`config.mk`:
```
export PLATFORM = sky130hd
export DESIGN_NAME = fetch_unit
export DESIGN_NICKNAME = d
export VERILOG_FILES = /design/src/rtl/fetch_pkg.sv /design/src/rtl/fetch_queue.sv /design/src/rtl/fetch_unit.sv
export SDC_FILE = /design/constraint.sdc
export NUM_CORES = 1
export LEC_CHECK = 0
export ABC_AREA = 1
export CAP_MARGIN = 5
export CORE_ASPECT_RATIO = 1.75
export CORE_MARGIN = 2
export CORE_UTILIZATION = 40
export DETAILED_ROUTE_END_ITERATION = 10
export GPL_TIMING_DRIVEN = 0
export PLACE_DENSITY = 0.65
export SYNTH_ARGS = -nofsm -noshare
export SYNTH_HDL_FRONTEND = slang
export SYNTH_HIERARCHICAL = 1
export SYNTH_SLANG_ARGS = --single-unit
```
`constraint.sdc`:
```
create_clock -name clk -period 9.66 [get_ports clk]
set_input_delay 2.415 -clock clk [delete_from_list [all_inputs] [get_ports clk]]
set_output_delay 2.415 -clock clk [all_outputs]
set_load 0.05 [all_outputs]
```
`src/rtl/fetch_pkg.sv`:
```
// rtl/fetch_pkg.sv - shared types for the instruction fetch unit
package fetch_pkg;

   // Entry field widths are the widest PC and instruction the fetch unit supports;
   // narrower instances use the low bits and leave the rest zero.
   localparam int unsigned FETCH_PC_W    = 64;
   localparam int unsigned FETCH_INSTR_W = 32;

   // IDLE: nothing outstanding, WAIT: live request outstanding,
   // DRAIN: request outstanding whose response must be thrown away.
   typedef enum logic [1:0] {
      FS_IDLE  = 2'd0,
      FS_WAIT  = 2'd1,
      FS_DRAIN = 2'd2
   } fetch_state_e;

   typedef struct packed {
      logic [FETCH_PC_W-1:0]    pc;
      logic [FETCH_INSTR_W-1:0] instr;
   } fetch_entry_t;

endpackage

```
`src/rtl/fetch_queue.sv`:
```
// rtl/fetch_queue.sv - small synchronous FIFO of fetched {pc, instr} entries
module fetch_queue import fetch_pkg::*; #(
   parameter int unsigned DEPTH = 2
) (
   input  logic                   clk_i,
   input  logic                   rst_ni,
   input  logic                   push_i,
   input  fetch_entry_t           push_data_i,
   input  logic                   pop_i,
   input  logic                   flush_i,
   output fetch_entry_t           head_o,
   output logic [$clog2(DEPTH):0] count_o
);

   localparam int unsigned PTR_W = $clog2(DEPTH);
   localparam int unsigned CNT_W = PTR_W + 1;

   fetch_entry_t     mem_q [DEPTH];
   logic [PTR_W-1:0] rd_ptr_q, rd_ptr_d;
   logic [PTR_W-1:0] wr_ptr_q, wr_ptr_d;
   logic [CNT_W-1:0] count_q, count_d;
   logic             do_push, do_pop;

   // A pop frees the slot a same-cycle push needs, so push into a full queue is legal then.
   assign do_pop  = pop_i && (count_q != '0);
   assign do_push = push_i && ((count_q != CNT_W'(DEPTH)) || do_pop);

   // Pointer and occupancy update; flush discards everything, including a same-cycle push.
   always_comb begin
      rd_ptr_d = rd_ptr_q;
      wr_ptr_d = wr_ptr_q;
      count_d  = count_q;
      if (flush_i) begin
         rd_ptr_d = '0;
         wr_ptr_d = '0;
         count_d  = '0;
      end else begin
         if (do_push) wr_ptr_d = wr_ptr_q + 1'b1;
         if (do_pop)  rd_ptr_d = rd_ptr_q + 1'b1;
         count_d = count_q + CNT_W'(do_push) - CNT_W'(do_pop);
      end
   end

   // Control state registers.
   always_ff @(posedge clk_i or negedge rst_ni) begin
      if (!rst_ni) begin
         rd_ptr_q <= '0;
         wr_ptr_q <= '0;
         count_q  <= '0;
      end else begin
         rd_ptr_q <= rd_ptr_d;
         wr_ptr_q <= wr_ptr_d;
         count_q  <= count_d;
      end
   end

   // Entry storage; contents are don't-care while the count says empty.
   always_ff @(posedge clk_i) begin
      if (do_push && !flush_i) mem_q[wr_ptr_q] <= push_data_i;
   end

   assign head_o  = mem_q[rd_ptr_q];
   assign count_o = count_q;

endmodule

```
`src/rtl/fetch_unit.sv`:
```
// rtl/fetch_unit.sv - PC sequencing, single-outstanding imem requests, instruction queue
module fetch_unit import fetch_pkg::*; #(
   parameter int unsigned       ADDR_W   = 64,
   parameter int unsigned       INSTR_W  = 32,
   parameter logic [ADDR_W-1:0] RESET_PC = '0,
   parameter int unsigned       DEPTH    = 2
) (
   input  logic               clk,
   input  logic               reset,
   input  logic               PCSrc_F,
   input  logic [ADDR_W-1:0]  PCBranch_F,
   input  logic               EProc_F,
   input  logic [ADDR_W-1:0]  EVAddr_F,
   output logic               imem_req_F,
   output logic [ADDR_W-1:0]  imem_addr_F,
   input  logic               imem_gnt_F,
   input  logic               imem_rvalid_F,
   input  logic [INSTR_W-1:0] imem_rdata_F,
   output logic [ADDR_W-1:0]  NextPC_F,
   output logic               instr_valid_F,
   output logic [INSTR_W-1:0] instr_F,
   output logic [ADDR_W-1:0]  instr_pc_F,
   input  logic               instr_ready_D
);

   localparam int unsigned       INCR       = INSTR_W / 8;
   localparam int unsigned       OFF_W      = $clog2(INCR);
   localparam logic [ADDR_W-1:0] ALIGN_MASK = ~((ADDR_W'(1) << OFF_W) - ADDR_W'(1));
   localparam int unsigned       CNT_W      = $clog2(DEPTH) + 1;

   fetch_state_e      state_q, state_d;
   logic [ADDR_W-1:0] pc_q;
   logic [ADDR_W-1:0] req_pc_q;
   logic              redirect, fire, push, pop;
   logic [ADDR_W-1:0] target;
   logic [CNT_W-1:0]  count;
   fetch_entry_t      entry_d, head;

   // Exception beats branch; targets are forced onto an instruction boundary.
   assign redirect = EProc_F || PCSrc_F;
   assign target   = (EProc_F ? EVAddr_F : PCBranch_F) & ALIGN_MASK;

   // Only issue with a free queue slot reserved for the response; the reset term keeps
   // the request low while reset is held even though the state already reads IDLE.
   assign imem_req_F  = reset && (state_q == FS_IDLE) && !redirect && (count < CNT_W'(DEPTH));
   assign imem_addr_F = pc_q;
   assign fire        = imem_req_F && imem_gnt_F;

   // PC seen by the next edge.
   always_comb begin
      NextPC_F = pc_q;
      if (redirect)  NextPC_F = target;
      else if (fire) NextPC_F = pc_q + ADDR_W'(INCR);
   end

   // Outstanding-request tracking; a response always returns the FSM to IDLE, and a
   // redirect while waiting turns the pending response stale.
   always_comb begin
      state_d = state_q;
      case (state_q)
         FS_IDLE:  if (fire) state_d = FS_WAIT;
         FS_WAIT: begin
            if (imem_rvalid_F) state_d = FS_IDLE;
            else if (redirect) state_d = FS_DRAIN;
         end
         FS_DRAIN: if (imem_rvalid_F) state_d = FS_IDLE;
         default:  state_d = FS_IDLE;
      endcase
   end

   // PC, FSM and address of the request in flight.
   always_ff @(posedge clk or negedge reset) begin
      if (!reset) begin
         state_q  <= FS_IDLE;
         pc_q     <= RESET_PC;
         req_pc_q <= '0;
      end else begin
         state_q <= state_d;
         pc_q    <= NextPC_F;
         if (fire) req_pc_q <= pc_q;
      end
   end

   // Only a live response that is not overtaken by a redirect is kept.
   assign push = (state_q == FS_WAIT) && imem_rvalid_F && !redirect;
   assign pop  = instr_valid_F && instr_ready_D;

   // Pack the response with its PC into a queue entry.
   always_comb begin
      entry_d = '0;
      entry_d.pc[ADDR_W-1:0]     = req_pc_q;
      entry_d.instr[INSTR_W-1:0] = imem_rdata_F;
   end

   fetch_queue #(.DEPTH(DEPTH)) u_queue (
      .clk_i       (clk),
      .rst_ni      (reset),
      .push_i      (push),
      .push_data_i (entry_d),
      .pop_i       (pop),
      .flush_i     (redirect),
      .head_o      (head),
      .count_o     (count)
   );

   assign instr_valid_F = (count != '0);
   assign instr_F       = head.instr[INSTR_W-1:0];
   assign instr_pc_F    = head.pc[ADDR_W-1:0];

endmodule

```
; Word-level counts from Yosys, hierarchy flattened
; Memory sizes are Yosys's and may differ from the RTL's.
; Cells that the tools add are included.
[totals]
ramBits = 192
register_bits = 134
n_memories = 1
wordCells = 52
[classes]
eq_ne = 6
n_mux = 15
reduce_logical = 18
magnitude_cmp = 1
n_addsub = 5
[mem_list]
columns = memory, depth, word_bits, rd, rd_clocked_by_memory_dff, wr, line
row1 = u_queue.mem_q, 2, 96, 1, 0, 1, fetch_queue.sv:18  ; fetch_entry_t mem_q [DEPTH];
[ops]
columns = cell, count
row1 = 2-to-1 mux 64 bit, 3
row2 = adder 64 x 3 -> 64 bit (second input constant), 1
row3 = logical AND 1 bit, 10
row4 = 2-to-1 mux 2 bit, 5
row5 = 2-to-1 mux 1 bit, 6
row6 = != test 2 bit (second input constant), 3
row7 = case mux 2 bit (3 select lines), 1
row8 = nonzero test 2 bit, 3
row9 = != test 3 x 2 -> 1 bit (second input constant), 1
row10 = AND reduction 3 bit, 1
row11 = adder 1 bit (second input constant), 2
row12 = adder 2 x 1 -> 2 bit, 1
row13 = == test 2 x 1 -> 1 bit (second input constant), 1
row14 = == test 2 bit (second input constant), 1
row15 = logical NOT 2 bit, 1
row16 = logical OR 1 bit, 2
row17 = < comparator 2 bit (second input constant), 1
row18 = subtractor 2 x 1 -> 2 bit, 1
row19 = logical NOT 1 bit, 1

; Logic depth before layout (Yosys ltp)
; Gate-level depths: netlist (run 1).
[depth]
depth_word = 8
depth_mapped = 12
depth_no_buf = 12

; By module
; Netlist (run 1), hierarchy kept.
[by_module_without_submodules]
columns = module, n_inst, seq_area_each_um2, cells_per_inst, area_per_inst_um2
row1 = fetch_unit, 1, 3253.1, 1063, 7432.1
row2 = fetch_queue, 1, 5865.6, 538, 7240.7

; Worst setup path before layout (run 1)
; No wires, ideal clock.
[synth_timing]
path_type = input-to-reg
startpoint = in PCSrc_F
endpoint = mem u_queue/mem_q[1][0] (netlist name) (enable)
n_path_buf = 2
setup_ns = 0.551
arrival_ns = 7.455
setup_slack_ns = 1.653
t_required_ns = 9.109
cell_stages = 7
cell_sequence = nor2_4 > buf_2 > clkinv_1 > buf_2 > nor3_1 > nand2_1 > nor2_1
[synth_via]
elab_chain_cells = 7
[synth_rtl]
columns = element, line
row1 = "start, declared", fetch_unit.sv:10  ; input logic PCSrc_F,
row2 = logical OR 1 bit, fetch_unit.sv:40  ; assign redirect = EProc_F || PCSrc_F;
row3 = net redirect, fetch_unit.sv:34  ; logic redirect, fire, push, pop;
row4 = logical NOT 1 bit, fetch_unit.sv:85  ; assign push = (state_q == FS_WAIT) && imem_rvalid_F && !redirect;
row5 = logical AND 1 bit, fetch_unit.sv:85
row6 = net push, fetch_unit.sv:34
row7 = logical AND 1 bit, fetch_queue.sv:26  ; assign do_push = push_i && ((count_q != CNT_W'(DEPTH)) || do_pop);
row8 = logical AND 1 bit, fetch_queue.sv:59  ; if (do_push && !flush_i) mem_q[wr_ptr_q] <= push_data_i;
row9 = 2-to-1 mux 1 bit, fetch_queue.sv:59
row10 = 2-to-1 mux 1 bit (not written as such), fetch_queue.sv:59
row11 = "end, declared", fetch_queue.sv:18
; The timed path passes the listed nets, and every way through them passes these cells.

; Worst setup path in the final report (run 1)
[layout_timing]
startpoint = in PCSrc_F
endpoint = out NextPC_F[37]
[layout_via]
elab_chain_cells = 7
[layout_rtl]
columns = element, line
row1 = logical OR 1 bit *, fetch_unit.sv:40
row2 = logical NOT 1 bit, fetch_unit.sv:45  ; assign imem_req_F = reset && (state_q == FS_IDLE) && !redirect && (count < CNT_W'(DEPTH));
row3 = logical AND 1 bit (2 in series), fetch_unit.sv:45
row4 = logical AND 1 bit, fetch_unit.sv:47  ; assign fire = imem_req_F && imem_gnt_F;
row5 = 2-to-1 mux 64 bit, fetch_unit.sv:53  ; else if (fire) NextPC_F = pc_q + ADDR_W'(INCR);
row6 = 2-to-1 mux 64 bit *, fetch_unit.sv:52  ; if (redirect) NextPC_F = target;
row7 = "end, declared", fetch_unit.sv:19  ; output logic [ADDR_W-1:0] NextPC_F,
; Every way passes the cells marked *; elsewhere a longest branch is shown, timed or not.

==> metrics.txt, run 1 <==
root buf cell=clkbuf_16; proportion of layout cells with a drive suffix above 1=6.01%; P_sw=0.00101 W; worst skew pair latency=0.56 ns; CTS tree=done; count of final hold-check violations=0; DRC Markers=0; #FFs+latches synth=326; CTS Sinks=326; I/O Buffers=388; Clock Tree Buf Depth=3; DR vias=12,673; PD cells=175 mW/mm^2; DRT antenna net count=0; nets=2,195; fin area=0.0203 sq mm; period utilization=89.5%; Fmax=116 MHz; Final GP Congestion=0.968; setup repair bufs after CTS=0; Global Route Usage Sum=27.4%; hold_buf cts=0; Placed Area=0.0193 sq mm; Syn Inst Count=1,601; GR Overflow Total=0; Clk network pwr share=34.6%; relative slew slack=27.7%; initial core utilization=40.6%; utilization after layout=56.1%; Crit path arrival time=6.24 ns; slew at the pin closest to its max-slew limit=1.08 ns; number of CTS-inserted buffers=29; clk_skew=0.0121 ns; Worst setup EP type=primary output; DRT Pass-1 Iters=5; combinational share of power=17.5%; Max Cap Viol=0; CP Max Fanout=10; Flop pwr share=47.9%; Internal=0.00254 W; syn_nets=1,771; Final Max Slew Viols=0; initial antenna violation count=1; Via density=5.03; Ys Warns=6; vias in the first global route=12,785; sequential area share after synthesis=62.1%; die width=149 microns; Sw Share=28.5%; hpwl dp=41.3 mm; worst min-delay path category=flip-flop to flip-flop; WL per Instance=20.9 microns; drt initial violations=926; Row Count=92; status=finished, final reports clean; Finish-stage setup viols=0; first-pass GRT wire length=78.0 mm; Yosys cell types=39; crit path time final=8.65 ns; # IOs=393; Max IR drop VDD=0.000126 V; type of origin of the critical path=input port; clock-pin slew on the worst setup and hold paths=0.07 ns; WL final=52.7 mm; Mapped Area=0.0147 sq mm; RSZ-0062 raised after global routing=false; Area growth, synth to finish=38.2%; required time of the critical path=7.25 ns; core area=0.0361 sq mm; Post-CTS Resized=0; H-tree Lvls=1; P_leak=8.26 nW; die area=0.0383 sq mm; pin count of the biggest net entering global routing=90; WS Path Type=input port to primary output; Mean Syn Cell Area=9.16 sq um; Die H=257 microns
per-layer routing:
layer	track usage, %	share of wire (%)	up-vias
met5	0	0	-
met4	12.0	4.7	0
met3	4.08	5.6	115
met2	51.5	54	478
met1	29.9	36	6002
li1	-	-	6078
cell usage after synthesis (all sizes together):
library cell,instances,area share (%)
a21oi,26,0.89
a22oi,6,0.31
a31oi,2,0.085
a32oi,1,0.060
and2,1,0.043
buf,38,1.6
clkbuf,25,0.64
clkinv,1,0.026
dfrtp,134,23
edfxtp,192,39
ha,3,0.26
inv,103,2.7
nand2,620,16
nand3,75,2.6
nand3b,1,0.051
nand4,18,0.87
nor2,181,5.2
nor3,14,0.48
nor3b,1,0.051
o211ai,5,0.26
o21a,2,0.10
o21ai,119,4.1
o22ai,10,0.43
o31ai,2,0.10
o32ai,1,0.060
or2,8,0.34
xor2,12,0.72
cells by family after synthesis:
family | synth area share (%)
simple gates | 25.7
compound gates | 6.34
flops | 62.1
fa+ha+maj | 0.256
xor+xnor | 0.716
buf+inv | 4.87
per-stage QoR:
stage	std cells	worst slack, ns	TNS (ns)	hold slack (ns)	power (W)
after detailed placement	2464	1.07	0	0.455	0.00235
after floorplan	1601	1.65	0	0.442	0.00205
after CTS	2517	1.06	0	0.469	0.00357
final	2518	1.01	0	0.463	0.00356
after global routing	2518	1.03	0	0.483	0.00368
after global placement	2459	-3.53	-435.86	0.449	0.00234
cells in the final DEF, fill, tap and decap left out, drive strengths merged, types with 12 or more instances in the layout:
cell	synthesis	final
nand2	620	620
clkdlybuf4s50	0	387
edfxtp	192	192
nor2	181	181
dfrtp	134	134
o21ai	119	119
inv	103	104
nand3	75	75
clkbuf	25	69
buf	38	44
a21oi	26	26
nand4	18	18
nor3	14	14
xor2	12	12
power by group through the flow:
stage / registers (W) / clock network (W) / logic [W]
2_1_floorplan: 0.00179 / 0 / 0.000261
3_3_place_gp: 0.00172 / 0 / 0.000617
3_5_place_dp: 0.00173 / 0 / 0.000622
4_1_cts: 0.00170 / 0.00125 / 0.000626
5_1_grt: 0.00171 / 0.00130 / 0.000663
6_report: 0.00170 / 0.00123 / 0.000624
layout make-up:
type | instances | area, sq um
repair buffers | 393 | 4000
inverters | 104 | 395
well taps | 470 | 588
diodes | 1 | 2.50
flip-flops and latches | 326 | 9120
multi-input cells | 1108 | 4850
clock inverters | 9 | 175
plain buffers | 63 | 322
fillers | 3282 | 15900
clock buffers | 44 | 832
sequential cells by signal, indices dropped and copies added, names as in the netlist:
register,count
imem_addr_F,64
req_pc_q,64
state_q,2
u_queue/count_o,2
u_queue/mem_q,192
u_queue/rd_ptr_q,1
u_queue/wr_ptr_q,1
critical path, stage by stage:
cell             delay, ns
clkdlybuf4s50_1       0.82
nor2_4                0.12
buf_2                 0.21
clkinv_1              0.22
buf_1                 0.76
o21ai_0               0.19
o21ai_0               0.55
clkdlybuf4s50_1       0.93
final timing paths:
check | depth (start not counted) | slack, ns | from | endpoint
worst min register to register | 0 | 0.46 | req_pc_q[40] | u_queue/mem_q[0][72]
min in group asynchronous | 1 | 1.79 | reset | imem_addr_F[5]
worst max-delay path | 8 | 1.01 | PCSrc_F | NextPC_F[37]
worst max register to register | 8 | 7.08 | state_q[0] | u_queue/mem_q[1][87]
worst min-delay path | 0 | 0.46 | req_pc_q[40] | u_queue/mem_q[0][72]
max in group asynchronous | 2 | 7.02 | reset | imem_addr_F[57]
Note: power is estimated with default switching activity, not from simulation.
==> run 2: changes to the inputs <==
Settings changed: CTS_CLUSTER_DIAMETER from default to 120.
==> results of run 2 <==
The final DEF is identical to that of run 1; final timing and power are the same.
==> run 3: changes to the inputs <==
Settings changed: ABC_AREA 1 to default, PLACE_DENSITY 0.65 to 0.66.
==> metrics.txt, run 3 <==
relative slew slack=20.5% (-7.2 points); TNS Setup=0 ns (unchanged); Mean Syn Cell Area=13.1 sq um (+43%); H-tree Lvls=1 (unchanged); PD cells=173 mW/mm^2 (-1.3%); max FFs per register=192 (unchanged); root buf cell=clkbuf_16; P_leak=7.37 nW (-11%); crit-path cells=buf_6 > buf_16 > nor2b_1 > nand3_4 > nor3_4 > clkbuf_1 > nand4_1 > xor2_1 > o21ai_0 > clkdlybuf4s50_1; top cell type's share of synthesized area=41.3% (+2.0 points); hpwl dp=34.1 mm (-18%); proportion of layout cells with a drive suffix above 1=12.8% (+6.7 points); setup repair bufs after CTS=0 (unchanged); fraction of synthesized area in multiplexers=9.12% (+9.1 points); CTS Sinks=326 (unchanged); Post-CTS Resized=0 (unchanged); Via density=5.20 (+3.2%); hold_buf cts=0 (unchanged); Worst path max stage delay=0.87 ns (-0.06 ns); Ys Warns=6 (unchanged); utilization after layout=57.0% (+0.93 points); Top Layer Used=met4; Fmax=112 MHz (-2.8%); Main synth FF type=edfxtp_1; asr flop ratio synth=41.1% (unchanged); Worst setup EP type=primary output; drt initial violations=492 (-47%); metal3 WL=2.41 mm (-19%); Mapped Area=0.0139 sq mm (-4.9%); core area=0.0345 sq mm (-4.7%); syn_nets=1,238 (-30%); Synth Area in Compound Gates=5.70% (-0.65 points); Clock Tree Buf Depth=3 (unchanged); Final GP Congestion=0.835 (-14%); clk_skew=0.0136 ns (+0.00156 ns); die width=145 microns (-2.4%); Row Count=90 (-2.2%); sequential area share after synthesis=65.4% (+3.2 points); slew at the pin closest to its max-slew limit=1.19 ns (+0.108 ns); initial core utilization=40.5% (-0.12 points); commonest non-fill, non-tap cell in the layout=clkdlybuf4s50_1; Max Cap Viol=0 (unchanged); DR vias=10,293 (-19%); WL per Instance=22.6 microns (+8.0%); required time of the critical path=7.25 ns (about the same); Top reg by flops=u_queue/mem_q; pin count of the biggest net entering global routing=70 (-22%); worst min-delay path category=flip-flop to flip-flop; DRT Pass-1 Iters=5 (unchanged); first-pass GRT wire length=66.3 mm (-15%); GR Overflow Total=0 (unchanged); initial antenna violation count=0 (-1); top cells by count, synth=nand2_1 (218), edfxtp_1 (192), dfrtp_1 (134); EDFF count, synth=192 (unchanged); post-synthesis xor/xnor area fraction=3.77% (+3.1 points); slowest cell on the critical path=clkdlybuf4s50_1; worst skew pair latency=0.56 ns (about the same); # diodes=0 (-1); main combinational cell family by area after synthesis=simple AND/OR/NAND/NOR gates; Area growth, synth to finish=40.9%; die area=0.0364 sq mm (-4.8%); type of origin of the critical path=input port; vias in the first global route=10,754 (-16%); RSZ-0062 raised after global routing=false; DRC Markers=0 (unchanged); Global Route Usage Sum=24.1% (-3.3 points); CTS tree=done; nets=1,669 (-24%); CP Max Fanout=69 (+59); Crit path arrival time=6.49 ns (+0.25 ns); # IOs=393 (unchanged); area leader, netlist=edfxtp_1; post-synthesis adder-cell area fraction=0.269% (+0.013 points); crit path time final=8.90 ns (+0.253 ns); Yosys cell types=49 (+26%); Max IR drop VDD=0.000124 V (-1.4%); WS Path Type=input port to primary output; Synth Area in Simple Gates=13.6% (-12 points); Die H=251 microns (-2.5%); #FFs+latches synth=326 (unchanged); clock-pin slew on the worst setup and hold paths=0.07 ns (about the same); Final Max Slew Viols=0 (unchanged); wl on met1=16.6 mm (-13%); period utilization=92.2% (+2.6 points); I/O Buffers=387 (-0.26%); WL final=44.8 mm (-15%); status=finished, final reports clean; DRT antenna net count=0 (unchanged); Area contributors post-synth=edfxtp_1 (41%), dfrtp_1 (24%), nand2_1 (5.9%), mux2_2 (5.6%), mux2_4 (3.3%); commonest cells after routing, fill and taps aside=clkdlybuf4s50_1 (386), nand2_1 (218), edfxtp_1 (192); count of final hold-check violations=0 (unchanged); Finish-stage setup viols=0 (unchanged); Syn Inst Count=1,068 (-33%); number of CTS-inserted buffers=29 (unchanged); Met2 Routed Length=23.9 mm (-15%); count leader, synth=nand2_1
run 3: worst max-delay path, delay by kind of cell:
family / cells / cell delay (ns)
xor+xnor: 1 / 0.19
compound gates: 1 / 0.25
simple gates: 4 / 1.21
buf+inv: 4 / 2.33
run 3: path summary, 6_finish.rpt:
kind	from	endpoint	slack, ns	cells after the start
setup / recovery	reset	NextPC_F[35]	0.76	10
hold / removal	req_pc_q[14]	u_queue/mem_q[1][46]	0.47	0
setup reg to reg	imem_addr_F[29]	imem_addr_F[46]	6.61	6
hold reg to reg	req_pc_q[14]	u_queue/mem_q[1][46]	0.47	0
max in group asynchronous	reset	imem_addr_F[52]	6.94	2
min in group asynchronous	reset	imem_addr_F[0]	1.87	1
run 3: layout make-up:
| cell class | instances | area [sq um] |
|---|---|---|
| clock inverter | 14 | 124 |
| multi-input combinational | 679 | 4550 |
| sequential | 326 | 9120 |
| tap | 460 | 576 |
| inverter | 7 | 26.3 |
| clock buffer | 39 | 826 |
| buffer | 56 | 272 |
| timing repair buffer | 400 | 4160 |
| fill | 3041 | 14800 |
run 3: logic make-up (layout without fill, tap and decap cells):
logic type | after synthesis | in the layout
multiplexers | 103 | 103
AND/OR/NAND/NOR | 384 | 384
adder cells (fa/ha/maj) | 3 | 3
AO/OA/AOI/OAI | 129 | 129
buffers and inverters | 63 | 516
flip-flops | 326 | 326
XOR/XNOR | 60 | 60
run 3: metrics by stage:
step	total power, W	cell area (sq um)	std cells	hold slack (ns)	worst slack, ns
after global routing	0.00352	19700	1981	0.474	0.455
final	0.00340	19700	1981	0.467	0.757
after global placement	0.00226	18400	1915	0.444	-3.87
after CTS	0.00343	19700	1981	0.466	0.616
after floorplan	0.00200	14000	1068	0.442	1.80
after detailed placement	0.00227	18700	1928	0.456	0.648
run 3: report_power, final:
part | total, W | switching (W) | internal [W]
logic | 0.000561 | 0.000354 | 0.000206
registers | 0.00168 | 0.0000928 | 0.00159
clock network | 0.00116 | 0.000504 | 0.000652
total | 0.00340 | 0.000951 | 0.00245
run 3: per-layer routing:
layer / up-vias / track usage [%]
li1: 4725 / -
met1: 5120 / 27.4
met2: 369 / 45.0
met3: 79 / 3.67
met4: 0 / 9.75
met5: - / 0
